File: src/rtl/adc_burst_scheduler.sv
// Burst scheduler for a 12-bit serial ADC behind an LT5534 detector.
// Define LOCTAG_ADC_AVG_EN to report the mean of every 4 conversions.
module adc_burst_scheduler #(
    parameter int HALF_DIV      = 2,
    parameter int SETTLE_CYCLES = 50,
    parameter int SAMPLE_PERIOD = 100,
    parameter int BURST_LEN     = 8
) (
    input  logic        clk,
    input  logic        reset,
    input  logic        trig,
    input  logic        force_fs,
    output logic        lt5534_en,
    output logic        adc_cs,
    output logic        adc_clk,
    input  logic        adc_so,
    output logic [11:0] sample_data,
    output logic        sample_valid,
    output logic        busy
);

    typedef enum logic [1:0] {
        IDLE,
        POWER_UP,
        CONVERT,
        GAP
    } state_t;

    localparam int PW = $clog2(SAMPLE_PERIOD + SETTLE_CYCLES + 1);
    localparam int HW = (HALF_DIV > 1) ? $clog2(HALF_DIV) : 1;
    localparam int RW = $clog2(BURST_LEN + 1);

    localparam logic [PW-1:0] P_LAST = PW'(SAMPLE_PERIOD - 1);
    localparam logic [PW-1:0] S_LAST = PW'(SETTLE_CYCLES - 1);
    localparam logic [HW-1:0] H_LAST = HW'(HALF_DIV - 1);
    localparam logic [RW-1:0] R_LOAD = RW'(BURST_LEN);

    state_t        state, nxt;
    logic [PW-1:0] pcnt;
    logic [HW-1:0] hcnt;
    logic [5:0]    ecnt;
    logic [RW-1:0] rem;
    logic [15:0]   sh;
    logic [3:0]    lead_unused;

    logic half_end, rise, frame_end;

    // ecnt counts adc_clk half-periods; odd values are the low halves
    assign half_end  = (hcnt == H_LAST);
    assign rise      = (state == CONVERT) && half_end && ecnt[0];
    assign frame_end = (state == CONVERT) && half_end && (ecnt == 6'd32);

    assign lt5534_en   = (state != IDLE);
    assign busy        = (state != IDLE);
    assign adc_cs      = (state != CONVERT);
    assign adc_clk     = ~ecnt[0];
    assign lead_unused = sh[15:12];

    always_ff @(posedge clk) begin
        if (reset) state <= IDLE;
        else       state <= nxt;
    end

    always_comb begin
        nxt = state;
        unique case (state)
            IDLE:     if (trig || force_fs) nxt = POWER_UP;
            POWER_UP: if (pcnt == S_LAST) nxt = CONVERT;
            CONVERT:  if (frame_end) nxt = GAP;
            GAP: begin
                if (pcnt == P_LAST)
                    nxt = (force_fs || rem != '0) ? CONVERT : IDLE;
            end
            default:  nxt = IDLE;
        endcase
    end

    // pcnt keeps running from cs fall through GAP to pace the period
    always_ff @(posedge clk) begin
        if (reset) begin
            pcnt <= '0;
            hcnt <= '0;
            ecnt <= '0;
            rem  <= '0;
            sh   <= '0;
        end else begin
            if (nxt == IDLE || (nxt != state && nxt != GAP))
                pcnt <= '0;
            else
                pcnt <= pcnt + 1'b1;

            if (state == CONVERT && !frame_end) begin
                hcnt <= half_end ? '0 : hcnt + 1'b1;
                if (half_end) ecnt <= ecnt + 6'd1;
            end else begin
                hcnt <= '0;
                ecnt <= '0;
            end

            if (state == IDLE)
                rem <= trig ? R_LOAD : '0;
            else if (trig)
                rem <= R_LOAD;
            else if (frame_end && rem != '0)
                rem <= rem - 1'b1;

            if (rise) sh <= {sh[14:0], adc_so};
        end
    end

`ifdef LOCTAG_ADC_AVG_EN
    logic [13:0] sum;
    logic [13:0] acc;
    logic [1:0]  grp;

    assign acc = sum + 14'(sh[11:0]);

    always_ff @(posedge clk) begin
        if (reset) begin
            sum          <= '0;
            grp          <= '0;
            sample_data  <= '0;
            sample_valid <= 1'b0;
        end else begin
            sample_valid <= 1'b0;
            if (state == IDLE) begin
                sum <= '0;
                grp <= '0;
            end else if (frame_end) begin
                grp <= grp + 2'd1;
                if (grp == 2'd3) begin
                    sample_data  <= acc[13:2];
                    sample_valid <= 1'b1;
                    sum          <= '0;
                end else begin
                    sum <= acc;
                end
            end
        end
    end
`else
    always_ff @(posedge clk) begin
        if (reset) begin
            sample_data  <= '0;
            sample_valid <= 1'b0;
        end else begin
            sample_valid <= frame_end;
            if (frame_end) sample_data <= sh[11:0];
        end
    end
`endif

endmodule
File: config.mk
export PLATFORM = sky130hd
export DESIGN_NAME = adc_burst_scheduler
export DESIGN_NICKNAME = d
export VERILOG_FILES = /design/src/rtl/adc_burst_scheduler.sv
export SDC_FILE = /design/constraint.sdc
export NUM_CORES = 1
export LEC_CHECK = 0
export BUFFER_PORTS_ARGS = -buffer_cell sky130_fd_sc_hd__buf_2
export CORE_MARGIN = 4
export CORE_UTILIZATION = 40
export DETAILED_ROUTE_END_ITERATION = 12
export PLACE_DENSITY_LB_ADDON = 0.25
export SLEW_MARGIN = 15
export SYNTH_ARGS = -nofsm -noshare
export SYNTH_HDL_FRONTEND = slang
export SYNTH_SLANG_ARGS = --single-unit
File: constraint.sdc
create_clock -name clk -period 1.8 [get_ports clk]
set_input_delay 0.36 -clock clk [delete_from_list [all_inputs] [get_ports clk]]
set_output_delay 0.36 -clock clk [all_outputs]
set_load 0.1 [all_outputs]
### After elaboration in Yosys (flattened, before gate mapping)

Index checks and enable logic that the tools add are counted.
Widths: inputs -> output; s select.

* register bits after elaboration: 46
* output and inout port bits: 17
* input bits: 5

* $add $sub $neg: 4
* equal/unequal tests: 9
* reduce and logical (&&, ||, !) cells: 18
* bitwise operators: 2
* mux-type cells: 10

Operators with widths (number)
* $mux 4: 4
* $mux 2: 5
* $add 8x1->8 const B: 1
* $eq 8x6->1 const B: 1
* $eq 8x7->1 const B: 1
* $pmux 2 s4: 1
* $add 6x1->6 const B: 1
* $eq 6x6->1 const B: 1
* $logic_and 1x1->1: 6
* $eq 2x2->1 const B: 2
* $logic_not 2->1: 2
* $ne 2x2->1 const B: 2
* $reduce_bool 4->1: 1
* $reduce_or 2->1: 2
* $sub 4x1->4 const B: 1
* $logic_or 1x1->1: 3
* $reduce_bool 3->1: 1
* $reduce_or 3->1: 1
* $eq 2x1->1 const B: 1
* $ne 2x2->1: 1
* $not 1->1: 2
* $reduce_bool 2->1: 1
* $add 1x1->1 const B: 1
* $logic_not 1->1: 1

### Logic depth before layout (Yosys ltp)

* depth after elaboration: 9
* mapped depth: 8
* depth with buffers taken out: 6

### Worst setup path after synthesis

OpenSTA, ideal clock, no wires.

* path kind: reg2reg
* start: reg ecnt[0]
* end: reg sample_data[2]
* stages on the path, launching flop included: 9
* buffers on the path: 2
* period minus slack after synthesis: 2164 ps
* setup slack: -364 ps
* data required time: 1668 ps
* arrival: 2032 ps
* path through: dfxtp_1 inv_1 ha_1 nand4bb_1 or2_0 buf_2 buf_2 nand2_1 a21oi_1

* word-level cells in the longest chain between the ends: 2

Ends and longest elaborated chain
* start, declared: line 41 `logic [5:0] ecnt;`
* start signal, assigned: line 94 `if (half_end) ecnt <= ecnt + 6'd1;`
* $eq 6x6->1: line 51 `assign frame_end = (state == CONVERT) && half_end && (ecnt == 6'd32);`
* $logic_and 1x1->1: line 51
* end signal, assigned: line 148 `if (frame_end) sample_data <= sh[11:0];`
* end, declared: line 17 `output logic [11:0] sample_data,`

Every way passes these cells.
A chain may end at the register's enable or synchronous reset.

### Worst setup path in the final report

* start: reg state[0]
* end: out adc_cs

* word-level cells in the longest chain between the ends: 1

Ends and longest elaborated chain
* start, declared: line 38 `state_t state, nxt;`
* start signal, assigned: line 61 `else state <= nxt;`
* $ne 2x2->1: line 55 `assign adc_cs = (state != CONVERT);`
* end, declared: line 14 `output logic adc_cs,`

Every way passes these cells.

==> flow_summary.toml <==
[status]
run_status = "finished, final reports clean"

[routing]
routed_wl_um = 3520
viasPerCell = 4.89
vias = 1472
drc_errors = 0
ant_nets = 0
drtIter0Drc = 73
dr.pass1.iters = 4
wl_per_cell_um = 11.7

[cts]
hold_buffers = 0
cts_buffer_depth = 2
clk_pin_slew_ns = 0.08
cts_made_buffers = 5
cts_tree = "built"
root_buffer = "clkbuf_8"
clk_latency_ns = 0.30
cts_max_level = 2
cts_sinks = 46

[floorplanning]
core_um2 = 4440
fp.dieW_um = 76.6
die-area_um2 = 5860
placement_rows = 24
die_h_um = 76.6
top_level_ports = 22
initial_core_util = 0.423

[global_routing]
grt_pass1_vias = 1290
antenna_found_initial = 0
grt_pass1_wl_um = 5950
grt_usage = 0.124
grt_max_degree = 28
grt.overflow.total = 0

[timing]
skew_ns = 0.00768
hold_viol_final = 0
holdWs_ns = 0.307
rsz0062_at_grt = "no"
setup_viol = 0
period_share = 0.951
max-slew-margin-rel = 0.671
worst_pin_slew_ns = 0.491
fmax_mhz = 584
layout_min_cycle_time_ns = 1.71
slew_viol_final = 0

[finish]
layout_common_cells = "nand2_1 (55), dfxtp_1 (45), a21oi_1 (25)"
synthToLayoutAreaGrowth_pct = 16.7
layout-drive-gt1-share = 0.185
diodes = 0
final_util = 0.494
fillers = 437
layout_commonest_cell = "nand2_1"
nNetsFinal = 258
final_cells = 301

[run]
max_cap_violations = 0

[worst_setup_path]
worstPathMaxFanout = 8
max_stage_delay_ns = 0.50
worstPathRequired_ns = 1.44
crit_path_start_kind = "flip-flop"
path_class = "reg -> out"
cp_data_arrival_time_ns = 1.35
crit_chain = "nand2b_2 > clkbuf_4"
end_kind = "output port"
cp_slowest_cell = "dfxtp_1"

[place]
gp_congestion = 0.731
place_hpwl_um = 2500
place_inst = 293
port-buffer-count = 21

[synthesis]
yosysSeqAreaShare = 0.490
netlist_instances = 224
yosys_warnings = 0
syn_area_um2 = 1880
post_synth_num_cell_types = 37
avgSynthCellArea_um2 = 8.40
yosys_register_bits = 46
syn_nets = 234

[power_and_ir_drop]
max-vdd-ir-drop_v = 0.000312
p_per_area_nw_per_um2 = 821
power_leakage_nw = 0.768

[hold_path]
hp-class = "in -> reg"
## report_power, final
group | switching [mW] | internal [mW] | leakage (nW)
logic | 0.0541 | 0.0224 | 0.346
clock network | 0.338 | 0.358 | 0.0496
registers | 0.00798 | 1.02 | 0.372
total | 0.400 | 1.40 | 0.768
## path summary, 6_finish.rpt
kind / start / depth (start not counted) / slack (ns) / to
worst max-delay path: state[0]$_SDFF_PP0_ / 2 / 0.09 / adc_cs
worst min-delay path: trig / 2 / 0.31 / rem[1]$_SDFFE_PP0P_
worst max register to register: rem[0]$_SDFFE_PP0P_ / 5 / 0.19 / rem[3]$_SDFFE_PP0P_
worst min register to register: sample_data[7]$_SDFFE_PP0P_ / 2 / 0.45 / sample_data[7]$_SDFFE_PP0P_
## cell type report
| type | count | area [um2] | share of cell area |
|---|---|---|---|
| flip-flops and latches | 46 | 925 | 0.421 |
| multi-input cells | 160 | 901 | 0.410 |
| repair buffers | 28 | 165 | 0.0753 |
| clock buffers | 7 | 97.6 | 0.0445 |
| well taps | 52 | 65.1 | 0.0296 |
| inverters | 7 | 33.8 | 0.0154 |
| clock inverters | 1 | 7.51 | 0.00342 |
## routing by layer
metal / wire length (um) / track usage / vias up
li1: - / - / 789
met1: 1820 / 0.178 / 643
met2: 1450 / 0.171 / 33
met3: 198 / 0.0390 / 7
met4: 57 / 0.0489 / 0
met5: 0 / 0 / -
## cell usage after synthesis
cell | number | area, um2
nand2_1 | 55 | 206
dfxtp_1 | 46 | 921
a21oi_1 | 25 | 125
nor2_1 | 24 | 90.1
inv_1 | 7 | 26.3
xor2_1 | 7 | 61.3
buf_2 | 5 | 25.0
ha_1 | 5 | 62.6
xnor2_1 | 5 | 43.8
clkbuf_1 | 4 | 15.0
nand2b_1 | 3 | 18.8
nand4_1 | 3 | 18.8
o21ai_1 | 3 | 15.0
buf_4 | 2 | 15.0
nand3_1 | 2 | 10.0
nand4b_1 | 2 | 17.5
nor3_1 | 2 | 10.0
nor3b_1 | 2 | 15.0
nor4b_1 | 2 | 17.5
or2_0 | 2 | 12.5
or3_1 | 2 | 12.5
a2111oi_2 | 1 | 15.0
a211oi_1 | 1 | 7.51
a311oi_1 | 1 | 8.76
a31o_2 | 1 | 8.76
a31oi_1 | 1 | 6.26
and2_1 | 1 | 6.26
and3_1 | 1 | 6.26
mux2i_1 | 1 | 10.0
nand4bb_1 | 1 | 11.3
nand4bb_2 | 1 | 16.3
nor3_2 | 1 | 10.0
o21ai_0 | 1 | 5.00
o311ai_1 | 1 | 8.76
o31ai_1 | 1 | 7.51
or2_2 | 1 | 6.26
or4_1 | 1 | 7.51
## critical path, delay by kind of cell (launching register included)
| family | cells | cell delay, ns |
|---|---|---|
| and+or+nand+nor | 1 | 0.22 |
| DFF | 1 | 0.50 |
| buffers and inverters | 1 | 0.34 |
## metrics by stage
step / area (um2) / power, mW / TNS, ns / worst slack, ns
2_1_floorplan: 1930 / 1.11 / -0.921 / -0.110
3_3_place_gp: 2080 / 1.13 / 0 / 0.268
3_5_place_dp: 2080 / 1.13 / 0 / 0.210
4_1_cts: 2180 / 1.83 / 0 / 0.0216
5_1_grt: 2190 / 1.88 / 0 / 0.00926
6_report: 2190 / 1.80 / 0 / 0.0888
## what timing repair did
action,CTS,global route
setup buffers,0,0
gates resized for setup,0,4
setup endpoints to repair,0,3
## sequential cells by signal, summed over array words and instances (netlist names)
signal	cells
ecnt	6
half_end	1
sample_valid	1
state	2
sh	12
rem	4
sample_data	12
pcnt	8
## kinds of logic after synthesis
kind of cell               synth area share
AOI/OAI and AO/OA                     0.110
xor gates and xnor gates             0.0559
adders and majority gates            0.0333
buffers and inverters                0.0432
DFF                                   0.490
muxes                               0.00532
and+or+nand+nor                       0.262
Note: power is estimated with default switching activity, not from simulation.
